File: config.mk
export PLATFORM = sky130hd
export DESIGN_NAME = trmm_kernel
export DESIGN_NICKNAME = d
export VERILOG_FILES = /design/src/rtl/trmm_kernel.sv
export SDC_FILE = /design/constraint.sdc
export NUM_CORES = 2
export LEC_CHECK = 0
export BUFFER_PORTS_ARGS = -buffer_cell sky130_fd_sc_hd__clkbuf_2
export CAP_MARGIN = 20
export CORE_UTILIZATION = 45
export DETAILED_ROUTE_END_ITERATION = 8
export PLACE_DENSITY_LB_ADDON = 0.2
export SYNTH_ARGS = -nofsm -noshare
export SYNTH_HDL_FRONTEND = slang
export SYNTH_SLANG_ARGS = --single-unit
export TNS_END_PERCENT = 100
File: constraint.sdc
create_clock -name clk -period 10.4 [get_ports clk]
set_input_delay 2.08 -clock clk [delete_from_list [all_inputs] [get_ports clk]]
set_output_delay 2.08 -clock clk [all_outputs]
set_load 0.02 [all_outputs]
File: src/rtl/trmm_kernel.sv
// trmm_kernel: in-place TRMM core, B := alpha * (B + strict_lower(A)^T * B),
// sequenced over three single-port sequential memories (A, B, alpha).
module trmm_kernel #(
  parameter int M     = 8,
  parameter int N     = 12,
  parameter int WIDTH = 32,
  parameter int IDX   = 4
) (
  input  logic             clk,
  input  logic             reset,
  input  logic             go,
  output logic             done,
  output logic [IDX-1:0]   A_int_addr0,
  output logic [IDX-1:0]   A_int_addr1,
  output logic             A_int_read_en,
  input  logic [WIDTH-1:0] A_int_read_data,
  input  logic             A_int_read_done,
  output logic             A_int_write_en,
  output logic [WIDTH-1:0] A_int_write_data,
  input  logic             A_int_write_done,
  output logic [IDX-1:0]   B_int_addr0,
  output logic [IDX-1:0]   B_int_addr1,
  output logic             B_int_read_en,
  input  logic [WIDTH-1:0] B_int_read_data,
  input  logic             B_int_read_done,
  output logic             B_int_write_en,
  output logic [WIDTH-1:0] B_int_write_data,
  input  logic             B_int_write_done,
  output logic             alpha_int_addr0,
  output logic             alpha_int_read_en,
  input  logic [WIDTH-1:0] alpha_int_read_data,
  input  logic             alpha_int_read_done,
  output logic             alpha_int_write_en,
  output logic [WIDTH-1:0] alpha_int_write_data,
  input  logic             alpha_int_write_done
);

  typedef enum logic [3:0] {
    S_IDLE     = 4'd0,
    S_LD_ALPHA = 4'd1,
    S_RD_BIJ   = 4'd2,
    S_RD_A     = 4'd3,
    S_RD_BK    = 4'd4,
    S_MAC      = 4'd5,
    S_SCALE    = 4'd6,
    S_WR_B     = 4'd7,
    S_NEXT     = 4'd8,
    S_DONE     = 4'd9
  } state_t;

  localparam logic [IDX-1:0] I_LAST   = IDX'(M - 1);
  localparam logic [IDX-1:0] J_LAST   = IDX'(N - 1);
  localparam logic [IDX-1:0] IDX_ZERO = {IDX{1'b0}};
  localparam logic [IDX-1:0] IDX_ONE  = {{(IDX-1){1'b0}}, 1'b1};

  state_t             state_r, state_s;
  logic               pend_r, pend_s;     // one access issued, waiting for its done
  logic [IDX-1:0]     i_r, i_s, j_r, j_s, k_r, k_s;
  logic [WIDTH-1:0]   acc_r, acc_s, alpha_r, alpha_s, a_r, a_s, b_r, b_s;
  logic               done_r, done_s;
  logic [IDX-1:0]     a_addr0_r, a_addr0_s, a_addr1_r, a_addr1_s;
  logic [IDX-1:0]     b_addr0_r, b_addr0_s, b_addr1_r, b_addr1_s;
  logic               a_ren_r, a_ren_s, b_ren_r, b_ren_s, b_wen_r, b_wen_s;
  logic               al_ren_r, al_ren_s;
  logic [WIDTH-1:0]   b_wdata_r, b_wdata_s;
  logic               unused_s;

  // Next-state and next-output logic; request strobes default low so each lasts one cycle.
  always_comb begin
    state_s   = state_r;
    pend_s    = pend_r;
    i_s       = i_r;
    j_s       = j_r;
    k_s       = k_r;
    acc_s     = acc_r;
    alpha_s   = alpha_r;
    a_s       = a_r;
    b_s       = b_r;
    done_s    = 1'b0;
    a_ren_s   = 1'b0;
    b_ren_s   = 1'b0;
    b_wen_s   = 1'b0;
    al_ren_s  = 1'b0;
    a_addr0_s = a_addr0_r;
    a_addr1_s = a_addr1_r;
    b_addr0_s = b_addr0_r;
    b_addr1_s = b_addr1_r;
    b_wdata_s = b_wdata_r;
    case (state_r)
      S_IDLE: begin
        pend_s = 1'b0;
        i_s    = IDX_ZERO;
        j_s    = IDX_ZERO;
        if (go) begin
          state_s = S_LD_ALPHA;
        end else begin
          state_s = S_IDLE;
        end
      end
      S_LD_ALPHA: begin
        if (!pend_r) begin
          al_ren_s = 1'b1;
          pend_s   = 1'b1;
        end else if (alpha_int_read_done) begin
          alpha_s = alpha_int_read_data;
          pend_s  = 1'b0;
          state_s = S_RD_BIJ;
        end else begin
          pend_s = 1'b1;
        end
      end
      S_RD_BIJ: begin
        if (!pend_r) begin
          b_ren_s   = 1'b1;
          b_addr0_s = i_r;
          b_addr1_s = j_r;
          pend_s    = 1'b1;
        end else if (B_int_read_done) begin
          acc_s  = B_int_read_data;
          pend_s = 1'b0;
          k_s    = i_r + IDX_ONE;
          // The last row has no k > i terms, so it goes straight to scaling.
          if (i_r == I_LAST) begin
            state_s = S_SCALE;
          end else begin
            state_s = S_RD_A;
          end
        end else begin
          pend_s = 1'b1;
        end
      end
      S_RD_A: begin
        if (!pend_r) begin
          a_ren_s   = 1'b1;
          a_addr0_s = k_r;
          a_addr1_s = i_r;
          pend_s    = 1'b1;
        end else if (A_int_read_done) begin
          a_s     = A_int_read_data;
          pend_s  = 1'b0;
          state_s = S_RD_BK;
        end else begin
          pend_s = 1'b1;
        end
      end
      S_RD_BK: begin
        if (!pend_r) begin
          b_ren_s   = 1'b1;
          b_addr0_s = k_r;
          b_addr1_s = j_r;
          pend_s    = 1'b1;
        end else if (B_int_read_done) begin
          b_s     = B_int_read_data;
          pend_s  = 1'b0;
          state_s = S_MAC;
        end else begin
          pend_s = 1'b1;
        end
      end
      S_MAC: begin
        acc_s = acc_r + a_r * b_r;
        if (k_r == I_LAST) begin
          state_s = S_SCALE;
        end else begin
          k_s     = k_r + IDX_ONE;
          state_s = S_RD_A;
        end
      end
      S_SCALE: begin
        acc_s   = alpha_r * acc_r;
        state_s = S_WR_B;
      end
      S_WR_B: begin
        if (!pend_r) begin
          b_wen_s   = 1'b1;
          b_addr0_s = i_r;
          b_addr1_s = j_r;
          b_wdata_s = acc_r;
          pend_s    = 1'b1;
        end else if (B_int_write_done) begin
          pend_s  = 1'b0;
          state_s = S_NEXT;
        end else begin
          pend_s = 1'b1;
        end
      end
      S_NEXT: begin
        if (j_r == J_LAST) begin
          j_s = IDX_ZERO;
          if (i_r == I_LAST) begin
            done_s  = 1'b1;
            state_s = S_DONE;
          end else begin
            i_s     = i_r + IDX_ONE;
            state_s = S_RD_BIJ;
          end
        end else begin
          j_s     = j_r + IDX_ONE;
          state_s = S_RD_BIJ;
        end
      end
      S_DONE: begin
        state_s = S_IDLE;
      end
      default: begin
        pend_s  = 1'b0;
        state_s = S_IDLE;
      end
    endcase
  end

  // State, datapath and registered memory-interface outputs; reset aborts any run at once.
  always_ff @(posedge clk or negedge reset) begin
    if (!reset) begin
      state_r   <= S_IDLE;
      pend_r    <= 1'b0;
      i_r       <= IDX_ZERO;
      j_r       <= IDX_ZERO;
      k_r       <= IDX_ZERO;
      acc_r     <= {WIDTH{1'b0}};
      alpha_r   <= {WIDTH{1'b0}};
      a_r       <= {WIDTH{1'b0}};
      b_r       <= {WIDTH{1'b0}};
      done_r    <= 1'b0;
      a_ren_r   <= 1'b0;
      b_ren_r   <= 1'b0;
      b_wen_r   <= 1'b0;
      al_ren_r  <= 1'b0;
      a_addr0_r <= IDX_ZERO;
      a_addr1_r <= IDX_ZERO;
      b_addr0_r <= IDX_ZERO;
      b_addr1_r <= IDX_ZERO;
      b_wdata_r <= {WIDTH{1'b0}};
    end else begin
      state_r   <= state_s;
      pend_r    <= pend_s;
      i_r       <= i_s;
      j_r       <= j_s;
      k_r       <= k_s;
      acc_r     <= acc_s;
      alpha_r   <= alpha_s;
      a_r       <= a_s;
      b_r       <= b_s;
      done_r    <= done_s;
      a_ren_r   <= a_ren_s;
      b_ren_r   <= b_ren_s;
      b_wen_r   <= b_wen_s;
      al_ren_r  <= al_ren_s;
      a_addr0_r <= a_addr0_s;
      a_addr1_r <= a_addr1_s;
      b_addr0_r <= b_addr0_s;
      b_addr1_r <= b_addr1_s;
      b_wdata_r <= b_wdata_s;
    end
  end

  assign done                 = done_r;
  assign A_int_addr0          = a_addr0_r;
  assign A_int_addr1          = a_addr1_r;
  assign A_int_read_en        = a_ren_r;
  assign A_int_write_en       = 1'b0;
  assign A_int_write_data     = {WIDTH{1'b0}};
  assign B_int_addr0          = b_addr0_r;
  assign B_int_addr1          = b_addr1_r;
  assign B_int_read_en        = b_ren_r;
  assign B_int_write_en       = b_wen_r;
  assign B_int_write_data     = b_wdata_r;
  assign alpha_int_addr0      = 1'b0;
  assign alpha_int_read_en    = al_ren_r;
  assign alpha_int_write_en   = 1'b0;
  assign alpha_int_write_data = {WIDTH{1'b0}};

  // A and alpha are read-only, so their write completions carry no information.
  assign unused_s = A_int_write_done ^ alpha_int_write_done;

endmodule

# == After elaboration in Yosys (flattened, before gate mapping) ==
# Index checks and enable logic that the tools add are counted.
# Widths: inputs -> output; s select.
# classes
n_addsub,4
multipliers,2
n_eq_ne,27
n_mux,48
n_bitwise,1
reduce_logical,20
# ops
op,n
$pmux 32 s3,1
$mux 4,20
$mul 32x32->32,2
$mux 32,2
$pmux 4 s9,1
$add 32x32->32,1
$pmux 4 s2,4
$ne 2x2->1 const B,15
$eq 4x3->1 const B,6
$reduce_and 3->1,6
$mux 1,17
$add 4x1->4 const B,3
$eq 4x4->1 const B,3
$reduce_and 10->1,1
$eq 4x2->1 const B,2
$mux 3,2
$reduce_and 2->1,3
$reduce_bool 2->1,3
$pmux 1 s5,1
$eq 4x1->1 const B,1
$logic_not 4->1,1
$reduce_and 4->1,1
$reduce_or 2->1,2
$reduce_or 4->1,1
other kinds (3),3
# word_totals
ff_bits,198
inputBits,105

# == Logic depth before layout (Yosys ltp) ==
# logic_depth
ltp_word,5
depth_mapped,30

# == Least setup slack after synthesis ==
# No wires, ideal clock.
# synth_path
path_type,reg-to-reg
from,register b_r[4]
to,register acc_r[30]
setup_time_ns,0.126
arrival_ns,7.015
required_time_ns,10.274
setup_slack_ns,3.259
path_stages_with_launch,28
synth_period_minus_slack_ns,7.141
path_cell_list,dfrtp_1 clkbuf_1 clkbuf_1 and2_1 fa_1 fa_1 fa_1 inv_1 fa_1 inv_1 fa_1 inv_1 fa_1 inv_1 fa_1 inv_1 fa_1 inv_1 ha_1 and3_1 a221o_1 a21oi_1 o22ai_1 a31oi_1 a21oi_1 nor4_1 a211oi_1 a221o_1
# synth_between
elab_chain_len,3
# synth_rtl
element,line_no,text
"start, declared",59,"logic [WIDTH-1:0] acc_r, acc_s, alpha_r, alpha_s, a_r, a_s, b_r, b_s;"
"start signal, assigned",223,b_r <= {WIDTH{1'b0}};
"start signal, assigned",243,b_r <= b_s;
$mul 32x32->32,161,acc_s = acc_r + a_r * b_r;
$add 32x32->32,161,
$pmux 32 s3,89,case (state_r)
"end signal, assigned",220,acc_r <= {WIDTH{1'b0}};
"end signal, assigned",240,acc_r <= acc_s;
"end, declared",59,
# No other way between the ends.
# A chain may end at the register's enable or synchronous reset.

# == Final worst setup path ==
# layout_path
from,register b_r[2]
to,register acc_r[30]
# The elaborated chain is that of the path after synthesis.

==> summary.md <==
| Metric | Value |
|---|---|
| Minimum clock period | just over 8000 ps |
| Slew Limit Fails | 0 |
| Buffer depth of the longest clock path | 2 |
| Setup TNS | 0 ps |
| Tcrit/Tclk final | roughly 78% |
| CP Data Required Time | between 10000 and 15000 ps |
| GR Overflow Total | 0 |
| Worst slew pin tran | between 1000 and 1500 ps |
| FF-to-FF setup slack | ~2300 ps |
| Die Y | just over 300 um |
| Final Hold Fails | 0 |
| Post-synth EDFFs | 0 |
| TritonCTS clock tree | yes |
| Critical path's largest stage delay | 820 ps |
| TritonCTS Sinks | between 150 and 200 |
| Max_cap viols | 0 |
| I/O Buffers | around 160 |
| Yosys reg bits | about 200 |
| Nets@finish | ~5600 |
| Worst EP arrival | 8490 ps |
| First-pass iteration count of the detailed router | 6 |
| Ports | ~230 |
| DR top layer | met5 |
| Met1 WL | between 40 and 50 mm |
| Dpl hpwl | approximately 89 mm |
| Post-route ant nets | 0 |
| Vias per cell | approximately 5.2 |
| Cell at the slowest stage of the critical path | dfrtp_1 |
| Crit path depth | 26 |
| WHS Path Cells | 2 |
| Fmax | around 120 MHz |
| Routability cong. | roughly 0.86 |
| RSZ-0062 raised after global routing | no |
| Setup bufs post-CTS | 0 |
| Rows | 110 |
| Critical path class | flop to flop |
| Most used cell, CP | fa_1 |
| Hold Buf Count CTS | 0 |
| Share of the synthesized area in the top cell type | ~40% |
| Root buf cell | clkbuf_16 |
| DRT iter0 DRCs | between 1500 and 2000 |
| P&R area growth vs syn | 5.58% |
| DR WL/cell | ~20 um |
| Post-Syn Area | 0.0412 mm2 |
| Clock Skew | between 20 and 25 ps |
| GRT Total Usage | 25.6% |
| Number of library cell types mapped by synthesis | between 60 and 70 |
| CP delay by family, top | adder cells |
| R2r endpoint | acc_r[30] |
| Finish-stage setup viols | 0 |
| Met2 WL | roughly 53 mm |
| Cells after synthesis | ~4400 |
| Die Area | 0.0928 mm2 |
| Crit end category | flop |
| Initial Util | about 46% |
| H-tree depth | 4 |
| First-pass GRT wire length | ~180 mm |
| Post_cts resized | 0 |
| Critical Path Start Type | flop |
| R2r startpoint | b_r[2] |
| # fillers | approximately 8600 |
| Vias in the first global route | between 30000 and 40000 |
| Clock-pin slew on the worst setup and hold paths | ~90 ps |
| Diode count | 0 |
| Pin count of the biggest net entering global routing | 78 |
| FF-to-FF path depth | 26 |
| Initial antenna violation count | 6 |
| Routed met3 length | roughly 6.5 mm |
| Ranking of synthesized cells by area | fa_1 (41%), dfrtp_1 (12%), and2_1 (9.6%) |
| Yosys top cell by area | fa_1 |
| Core Box Area | approximately 0.090 mm2 |
| Fraction of layout cells with a size suffix above 1 | 9.07% |
| Die Width | 305 um |
| DR vias | around 29000 |
| Hold Path Origin | B_int_addr0[0] |
| CP Buf/Inv Count | 7 |
| Ys async rst share | between 90% and 100% |
| Worst-Skew Late Latency | 540 ps |
| Sequential share of the synthesized area | 12.0% |
| Rel. slew slack | 26.4% |
| Worst min-delay path category | flop to flop |
| Synth warnings | 0 |
| Worst Hold Path EP | B_int_addr0[0] |
| DRC viols | 0 |
| Synth Area per Inst | between 9 and 10 um2 |
| Ys flop type | dfrtp_1 |
| CTS Buf Count | 17 |
| Status | finished clean |
| Drt total wl | approximately 110 mm |
| Critical Path Fanout Max | 16 |
## cells in the mapped netlist, types with 8 or more instances
master,instances
nand3_1,17
and3_1,8
a22oi_1,9
o21a_1,14
fa_1,846
ha_1,250
a21o_1,22
nand2b_1,14
o22ai_1,14
dfrtp_1,198
mux2_2,132
nor3_1,20
a211oi_1,12
o21bai_1,11
a221oi_1,13
xnor2_1,128
o21ai_0,48
a21oi_1,70
buf_4,67
nor2b_1,8
and2_1,630
inv_1,885
a31oi_1,11
nor2_1,65
xor2_1,40
nand2_1,519
clkbuf_1,222
## registers in the layout, indices dropped and copies added (netlist names)
register and flops:
done 1, state_r 4, A_int_read_en 1, k_r 4
j_r 4, B_int_write_en 1, B_int_addr0 4, acc_r 32
B_int_write_data 32, b_r 32, i_r 4, alpha_int_read_en 1
alpha_r 32, pend_r 1, A_int_addr1 4, a_r 32
B_int_addr1 4, B_int_read_en 1, A_int_addr0 4
## how the worst max path moves through the flow
stage	startpoint	endpoint
floorplan	b_r[4]	acc_r[30]
global placement	b_r[2]	acc_r[30]
detailed placement	a_r[8]	acc_r[30]
CTS	b_r[0]	acc_r[29]
global route	b_r[0]	acc_r[29]
finish	b_r[2]	acc_r[30]
## routing by layer
metal  vias to the layer above  GRT usage [%]
li1                      12800              -
met1                     15200           35.7
met2                       802           42.2
met3                       109           3.89
met4                         6           5.24
met5                         -              0
## logic make-up (layout without fill, tap and decap cells)
logic type,after synthesis,count (layout),share of synthesized area (%)
multiplexers,137,137,3.73
other,1,67,0.00910
AO/OA/AOI/OAI,278,278,4.52
adder cells (fa/ha/maj),1096,1096,48.7
XOR/XNOR,168,168,3.57
buffers and inverters,1181,1132,11.4
AND/OR/NAND/NOR,1301,1301,16.1
flip-flops,198,198,12.0
## cell usage in the layout, fill, tap and decap left out, types with 7 or more instances in the layout
| cell | netlist | routed |
|---|---|---|
| xnor2_1 | 128 | 128 |
| clkbuf_16 | 0 | 17 |
| o22ai_1 | 14 | 14 |
| dfrtp_1 | 198 | 198 |
| and3_1 | 8 | 8 |
| a21oi_1 | 70 | 69 |
| xor2_1 | 40 | 40 |
| nor2b_1 | 8 | 8 |
| ha_1 | 250 | 250 |
| inv_1 | 885 | 885 |
| nand2b_1 | 14 | 14 |
| a221oi_1 | 13 | 13 |
| fa_1 | 846 | 846 |
| clkinv_8 | 0 | 7 |
| a21o_1 | 22 | 22 |
| a31oi_1 | 11 | 11 |
| buf_4 | 67 | 58 |
| clkbuf_2 | 0 | 154 |
| mux2_2 | 132 | 132 |
| a22oi_1 | 9 | 9 |
| o21bai_1 | 11 | 11 |
| nand3_1 | 17 | 17 |
| nand2_1 | 519 | 519 |
| o21ai_0 | 48 | 48 |
| a211oi_1 | 12 | 12 |
| nor2_1 | 65 | 62 |
| and2_1 | 630 | 630 |
| o21a_1 | 14 | 14 |
| conb_1 | 1 | 67 |
| nor3_1 | 20 | 17 |
## tightest hold or removal path, stage by stage (launching register included)
cell and delay [ps]:
dfrtp_1 350, nand2_1 50, o21ai_0 70
## metrics by stage
stage | cell area (um2) | hold WS (ps) | util (%) | setup WS (ps) | std cells
after floorplan | 41500 | 481 | - | 3260 | 4426
after global placement | 42800 | 471 | 47.4 | 2430 | 5520
after detailed placement | 42800 | 468 | 47.4 | 2390 | 5520
after CTS | 43500 | 499 | 48.1 | 2380 | 5552
after global routing | 43500 | 519 | 48.1 | 1920 | 5553
final | 43500 | 498 | 48.1 | 2330 | 5553
## layout make-up
cell class | count | area (um2) | share of cell area, %
clock inverters | 15 | 245 | 0.564
flip-flops and latches | 198 | 4950 | 11.4
repair buffers | 214 | 1240 | 2.84
clock buffers | 17 | 425 | 0.978
multi-input cells | 3047 | 31900 | 73.2
inverters | 886 | 3330 | 7.64
well taps | 1176 | 1470 | 3.38
Power is left out: the tool's default activity adds up to more than one toggle a clock period on the data nets, which glitch-free logic cannot reach.
